### config.mk
export PLATFORM = sky130hd
export DESIGN_NAME = program_loader
export DESIGN_NICKNAME = d
export VERILOG_FILES = /design/src/rtl/program_loader.sv
export SDC_FILE = /design/constraint.sdc
export NUM_CORES = 1
export LEC_CHECK = 0
export CORE_UTILIZATION = 25
export CTS_CLUSTER_DIAMETER = 30
export CTS_CLUSTER_SIZE = 28
export DETAILED_ROUTE_END_ITERATION = 10
export GPL_TIMING_DRIVEN = 0
export SKIP_CTS_REPAIR_TIMING = 1
export SLEW_MARGIN = 10
export SYNTH_ARGS = -nofsm -noshare
export SYNTH_HDL_FRONTEND = slang
export SYNTH_SLANG_ARGS = --single-unit
### constraint.sdc
create_clock -name clk -period 3 [get_ports clk]
set_input_delay 0.6 -clock clk [delete_from_list [all_inputs] [get_ports clk]]
set_output_delay 0.6 -clock clk [all_outputs]
set_load 0.02 [all_outputs]
### src/rtl/program_loader.sv
// -----------------------------------------------------------------------------
// program_loader
//
// Packs an incoming byte stream into 32-bit little-endian instruction words and
// writes them into instruction memory through the datapath ADDRESS/INSTRUCTION
// load path. When the image is complete and consistent it raises start, which
// releases the fetch stage. start stays low while loading and after an error.
//
// Optional feature (macro LOADER_CSUM_EN):
//   When defined, adds exp_csum/csum. csum XOR-accumulates every written word.
//   The final word only reaches DONE if the accumulated checksum matches
//   exp_csum. When undefined the final write always reaches DONE.
//
// Parameters:
//   MAX_WORDS  instruction memory capacity in words
//   BASE_ADDR  byte address of the first loaded word (4-byte aligned)
//   CNT_W      width of word_count
//
// Ports:
//   clk          rising-edge clock shared with the datapath
//   rst          synchronous active-high reset
//   load_req     single-cycle pulse that begins a new load
//   in_valid     in_data carries a valid byte
//   in_data      stream byte
//   in_last      final byte of the image (qualified by in_valid)
//   in_ready     loader accepts a byte this cycle
//   instr_we     instruction-memory write strobe
//   ADDRESS      byte write address
//   INSTRUCTION  write data
//   start        program loaded, core may run
//   busy         load in progress
//   error        load aborted (partial word, overflow, checksum mismatch)
//   word_count   words written in the current or last load
//   exp_csum     expected checksum          (LOADER_CSUM_EN only)
//   csum         running checksum           (LOADER_CSUM_EN only)
//
// All outputs come straight from registers; next values are derived from the
// next state so that e.g. in_ready rises the cycle after load_req.
// -----------------------------------------------------------------------------
module program_loader #(
    parameter int          MAX_WORDS = 1024,
    parameter logic [31:0] BASE_ADDR = 32'h0000_0000,
    parameter int          CNT_W     = $clog2(MAX_WORDS + 1)
) (
    input  logic             clk,
    input  logic             rst,
    input  logic             load_req,
    input  logic             in_valid,
    input  logic [7:0]       in_data,
    input  logic             in_last,
    output logic             in_ready,
    output logic             instr_we,
    output logic [31:0]      ADDRESS,
    output logic [31:0]      INSTRUCTION,
    output logic             start,
    output logic             busy,
    output logic             error,
    output logic [CNT_W-1:0] word_count
`ifdef LOADER_CSUM_EN
    ,
    input  logic [31:0]      exp_csum,
    output logic [31:0]      csum
`endif
);

    typedef enum logic [2:0] {
        S_IDLE  = 3'd0,
        S_RECV  = 3'd1,
        S_WRITE = 3'd2,
        S_DONE  = 3'd3,
        S_ERR   = 3'd4
    } state_t;

    localparam logic [CNT_W-1:0] LAST_WORD_IDX = CNT_W'(MAX_WORDS - 1);

    state_t            state_q, state_d;
    logic [1:0]        idx_q, idx_d;
    logic [31:0]       buf_q, buf_d;
    logic              last_word_q, last_word_d;
    logic [CNT_W-1:0]  cnt_q, cnt_d;
    logic [31:0]       addr_q, addr_d;
    logic [31:0]       instr_q, instr_d;
    logic              in_ready_q, in_ready_d;
    logic              we_q, we_d;
    logic              start_q, start_d;
    logic              busy_q, busy_d;
    logic              error_q, error_d;
    logic              accept_s;
    logic              final_ok_s;
    logic [31:0]       cnt_ext_s;
`ifdef LOADER_CSUM_EN
    logic [31:0]       csum_q, csum_d;
`endif

    assign accept_s  = in_valid & in_ready_q;
    assign cnt_ext_s = 32'(cnt_q);

    // Decide whether the final word may complete the load.
    always_comb begin
        final_ok_s = 1'b1;
`ifdef LOADER_CSUM_EN
        // csum_q does not yet include the word being written this cycle.
        if ((csum_q ^ instr_q) == exp_csum) begin
            final_ok_s = 1'b1;
        end else begin
            final_ok_s = 1'b0;
        end
`endif
    end

    // Next-state, datapath and registered-output next values.
    always_comb begin
        state_d     = state_q;
        idx_d       = idx_q;
        buf_d       = buf_q;
        last_word_d = last_word_q;
        cnt_d       = cnt_q;
        addr_d      = addr_q;
        instr_d     = instr_q;
`ifdef LOADER_CSUM_EN
        csum_d      = csum_q;
`endif

        case (state_q)
            S_IDLE, S_DONE, S_ERR: begin
                if (load_req) begin
                    state_d     = S_RECV;
                    idx_d       = 2'd0;
                    buf_d       = 32'h0000_0000;
                    last_word_d = 1'b0;
                    cnt_d       = '0;
`ifdef LOADER_CSUM_EN
                    csum_d      = 32'h0000_0000;
`endif
                end else begin
                    state_d = state_q;
                end
            end

            S_RECV: begin
                if (accept_s) begin
                    if (idx_q == 2'd3) begin
                        buf_d[31:24] = in_data;
                        instr_d      = buf_d;
                        addr_d       = BASE_ADDR + (cnt_ext_s << 2);
                        last_word_d  = in_last;
                        state_d      = S_WRITE;
                    end else if (in_last) begin
                        // Image ended mid-word: drop the byte and abort.
                        state_d = S_ERR;
                    end else begin
                        buf_d[{idx_q, 3'b000} +: 8] = in_data;
                        idx_d = idx_q + 2'd1;
                    end
                end else begin
                    state_d = S_RECV;
                end
            end

            S_WRITE: begin
                cnt_d = cnt_q + CNT_W'(1);
                idx_d = 2'd0;
`ifdef LOADER_CSUM_EN
                csum_d = csum_q ^ instr_q;
`endif
                if (last_word_q) begin
                    if (final_ok_s) begin
                        state_d = S_DONE;
                    end else begin
                        state_d = S_ERR;
                    end
                end else if (cnt_q == LAST_WORD_IDX) begin
                    // Memory full but more data pending: this word is still
                    // written, the rest of the image is rejected.
                    state_d = S_ERR;
                end else begin
                    state_d = S_RECV;
                end
            end

            default: begin
                state_d = S_IDLE;
            end
        endcase

        in_ready_d = (state_d == S_RECV);
        we_d       = (state_d == S_WRITE);
        busy_d     = (state_d == S_RECV) || (state_d == S_WRITE);
        start_d    = (state_d == S_DONE);
        error_d    = (state_d == S_ERR);
    end

    // State, datapath and output registers with synchronous reset.
    always_ff @(posedge clk) begin
        if (rst) begin
            state_q     <= S_IDLE;
            idx_q       <= 2'd0;
            buf_q       <= 32'h0000_0000;
            last_word_q <= 1'b0;
            cnt_q       <= '0;
            addr_q      <= BASE_ADDR;
            instr_q     <= 32'h0000_0000;
            in_ready_q  <= 1'b0;
            we_q        <= 1'b0;
            start_q     <= 1'b0;
            busy_q      <= 1'b0;
            error_q     <= 1'b0;
`ifdef LOADER_CSUM_EN
            csum_q      <= 32'h0000_0000;
`endif
        end else begin
            state_q     <= state_d;
            idx_q       <= idx_d;
            buf_q       <= buf_d;
            last_word_q <= last_word_d;
            cnt_q       <= cnt_d;
            addr_q      <= addr_d;
            instr_q     <= instr_d;
            in_ready_q  <= in_ready_d;
            we_q        <= we_d;
            start_q     <= start_d;
            busy_q      <= busy_d;
            error_q     <= error_d;
`ifdef LOADER_CSUM_EN
            csum_q      <= csum_d;
`endif
        end
    end

    assign in_ready    = in_ready_q;
    assign instr_we    = we_q;
    assign ADDRESS     = addr_q;
    assign INSTRUCTION = instr_q;
    assign start       = start_q;
    assign busy        = busy_q;
    assign error       = error_q;
    assign word_count  = cnt_q;
`ifdef LOADER_CSUM_EN
    assign csum        = csum_q;
`endif

endmodule

==> qor.yml <==
outcome:
  status: "finished, final reports clean"
synth:
  syn_area_um2: 3850
  yosys-mux-area-fraction: 0.0625
  synth-simple-area-share: 0.260
  ys_seq_area_frac: 0.463
  synth_xor_area_frac: 0
  synth_compound_gate_area_share: 0.122
  synth_edf_count: 0
  synth_warnings: 0
  yosys_most_used_dff: "dfxtp_1"
  async_flop_share: 0
  syn_avg_cell_area_um2: 8.31
  synthAdderAreaFrac: 0.0195
  synth_cell_types: 43
  synth_top_family_by_area: "simple AND/OR/NAND/NOR gates"
  synthCells: 463
  synth_seq_cells: 89
sta:
  tightestPinTransition_ns: 0.930
  setup_viol: 0
  hold_violations: 0
  finalSetupTns_ns: 0
  final_max_slew_viol_count: 0
  max_freq_mhz: 451
  fin_worst_skew_ns: 0.00892
  grt_setup_unrepaired: "no"
  slew_headroom: 0.376
  period_share: 0.739
  post-route-min-period_ns: 2.22
critical_path:
  cp.required_ns: 3.26
  worst_setup_path_end_kind: "flop"
  rrSetupSlack_ns: 0.78
  reg2regPathDepth: 7
  crit_type: "reg -> reg"
  max_stage_delay_ns: 0.53
  crit_chain: "clkbuf_2 > or3b_1 > clkbuf_1 > nor2_1 > buf_2 > nand2_1 > a21oi_1"
  arrival_ns: 2.48
  worst_setup_path_start_kind: "flop"
  timing.rr.end: "INSTRUCTION[22]$_SDFFE_PP0P_"
  cp_slowest_cell: "nor2_1"
  worst-path-buf-inv: 3
  r2r_start: "state_q[0]$_SDFF_PP0_"
  critical_path.top_delay_family: "simple AND/OR/NAND/NOR gates"
  cp_max_fo: 10
worst_hold_path:
  whs_endpoint: "INSTRUCTION[19]$_SDFFE_PP0P_"
  holdPathStages: 2
  hp-class: "reg -> reg"
  min_from: "INSTRUCTION[19]$_SDFFE_PP0P_"
drt:
  drt_pass1_iterations: 5
  drt_wl_total_um: 10500
  ant_nets: 0
  detail_route.wl_per_cell_um: 13.9
  drtIter0Drc: 128
  vias: 3351
  drc: 0
  vias_per_cell: 4.45
clock_tree:
  clk_path_buf_depth: 2
  cts-buffers-inserted: 9
  clk_latency_ns: 0.35
  clock_sinks: 89
  h-tree-depth: 3
  cts.clk_slew.worst_paths_ns: 0.07
  clock-root-buffer: "clkbuf_16"
  cts_tree: "built"
finish:
  drive_above_1_share: 0.0914
  nets: 583
  fin_util: 0.348
  num_antenna_cells: 0
  fillCellCount: 1539
  syn_to_final_growth_pct: 33.4
power:
  irDropWorstVdd_mv: 0.286
  swShare: 0.249
  clkPwrFrac: 0.434
  p_sw_uw: 609
  power.internal_uw: 1840
  pwr-share-comb: 0.078
  power.density_nw_per_um2: 476
  power.leakage_uw: 0.00179
  seqPwrFrac: 0.488
placement:
  dp_hpwl_um: 7720
  gp_congestion: 0.785
  place.port_buffers: 70
global_route:
  antenna_found_initial: 0
  grt_overflow: 0
  grt_pass1_wl_um: 16500
  grt_use_total: 0.134
  grt_max_degree: 17
  grt_pass1_vias: 3287
floorplan:
  coreArea_um2: 14800
  floorplan.die_area_um2: 15900
  die_h_um: 126
  start_util: 0.261
  rows: 44
  dieWidth_um: 126
  io_pins: 93
run:
  drv_cap: 0
==> stage by stage <==
| stage | total power [uW] | hold WS (ns) | instance area [um^2] | setup WS (ns) | instances |
|---|---|---|---|---|---|
| after CTS | 2470 | 0.457 | 5130 | 0.759 | 753 |
| after floorplan | 1360 | 0.432 | 3920 | 1.11 | 483 |
| after global routing | 2540 | 0.471 | 5130 | 0.560 | 753 |
| final | 2450 | 0.457 | 5130 | 0.784 | 753 |
| after global placement | 1410 | 0.440 | 4850 | 0.560 | 737 |
| after detailed placement | 1410 | 0.448 | 4850 | 0.493 | 737 |
==> cell families (layout without fill, tap and decap cells) <==
| logic type | count (synthesis) | after routing |
|---|---|---|
| other | 1 | 21 |
| adders and majority gates | 6 | 6 |
| AOI/OAI and AO/OA | 83 | 83 |
| and+or+nand+nor | 210 | 210 |
| buffers and inverters | 50 | 136 |
| muxes | 24 | 24 |
| DFF | 89 | 89 |
==> how the worst max path moves through the flow <==
stage	startpoint	to	depth (start not counted)
4_1_cts	state_q[0]$_SDFF_PP0_	INSTRUCTION[26]$_SDFFE_PP0P_	7
5_1_grt	state_q[0]$_SDFF_PP0_	ADDRESS[5]$_SDFFE_PP0P_	7
3_5_place_dp	load_req	buf_q[23]$_SDFFE_PP0P_	4
6_report	state_q[0]$_SDFF_PP0_	INSTRUCTION[22]$_SDFFE_PP0P_	7
2_1_floorplan	state_q[0]$_SDFF_PP0_	word_count[8]$_SDFFE_PP0P_	7
3_3_place_gp	load_req	buf_q[3]$_SDFFE_PP0P_	4
==> routing by layer <==
layer	vias up	share of wire	GRT usage
met1	1540	0.44	0.157
li1	1702	-	-
met2	96	0.49	0.236
met3	13	0.063	0.0416
met4	0	0.010	0.0354
met5	-	0	0
==> layout by cell type (no fill, tap or decap), drive strengths merged, types with 4 or more instances in the layout <==
| master | synthesis | final |
|---|---|---|
| ha | 6 | 6 |
| clkbuf | 17 | 27 |
| mux2i | 24 | 24 |
| dfxtp | 89 | 89 |
| nor2 | 15 | 15 |
| nand2 | 119 | 119 |
| nand3 | 10 | 10 |
| a21oi | 64 | 64 |
| nor2b | 12 | 12 |
| nand2b | 26 | 26 |
| buf | 27 | 27 |
| o21ai | 5 | 5 |
| conb | 1 | 21 |
| inv | 6 | 8 |
| or3 | 4 | 4 |
| clkdlybuf4s50 | 0 | 70 |
==> cells in the mapped netlist (2+ instances only) <==
library cell | number | area, um^2
clkbuf_2 | 2 | 10.0
a21o_1 | 2 | 15.0
or2_2 | 3 | 18.8
or3b_1 | 2 | 17.5
inv_1 | 6 | 22.5
o211ai_1 | 3 | 22.5
nand3_1 | 10 | 50.1
nor2b_1 | 12 | 75.1
buf_4 | 21 | 158
ha_1 | 6 | 75.1
dfxtp_1 | 89 | 1780
nand3b_1 | 3 | 22.5
nand2b_1 | 26 | 163
nand2_1 | 119 | 447
clkbuf_1 | 15 | 56.3
a21oi_2 | 3 | 26.3
nand4_1 | 2 | 12.5
mux2i_1 | 24 | 240
nor3_1 | 2 | 10.0
a211oi_1 | 3 | 22.5
a21oi_1 | 61 | 305
and3b_1 | 2 | 17.5
nor2_1 | 15 | 56.3
buf_2 | 6 | 30.0
or3_1 | 4 | 25.0
o21ai_0 | 4 | 20.0
nand4b_1 | 2 | 17.5
==> worst reg2reg max path: cells and delay by family (launching register included) <==
family / cells / cell delay, ns
and+or+nand+nor: 3 / 0.98
DFF: 1 / 0.31
AOI/OAI and AO/OA: 1 / 0.14
buffers and inverters: 3 / 0.72
==> state kept, by name, indices dropped and copies added, names as in the netlist, 2 cells and up <==
| name | count |
|---|---|
| buf_q | 24 |
| INSTRUCTION | 32 |
| state_q | 3 |
| ADDRESS | 11 |
| word_count | 11 |
| idx_q | 2 |
==> layout make-up <==
class,instances,area (um^2),share of cell area
Sequential cell,89,1780,0.347
Multi-Input combinational cell,344,1860,0.363
Timing Repair Buffer,70,701,0.137
Clock buffer,10,229,0.0446
Buffer,44,254,0.0495
Tap cell,184,230,0.0449
Clock inverter,6,51.3,0.0100
Inverter,6,22.5,0.00439
==> power by group through the flow <==
stage                     sequential [uW]  combinational, uW  clock, uW
after global routing                 1190                203       1140
after CTS                            1190                189       1090
final                                1190                190       1060
after floorplan                      1220                133          0
after global placement               1220                186          0
after detailed placement             1220                189          0
No activity file was read; power rests on OpenSTA's default activity.
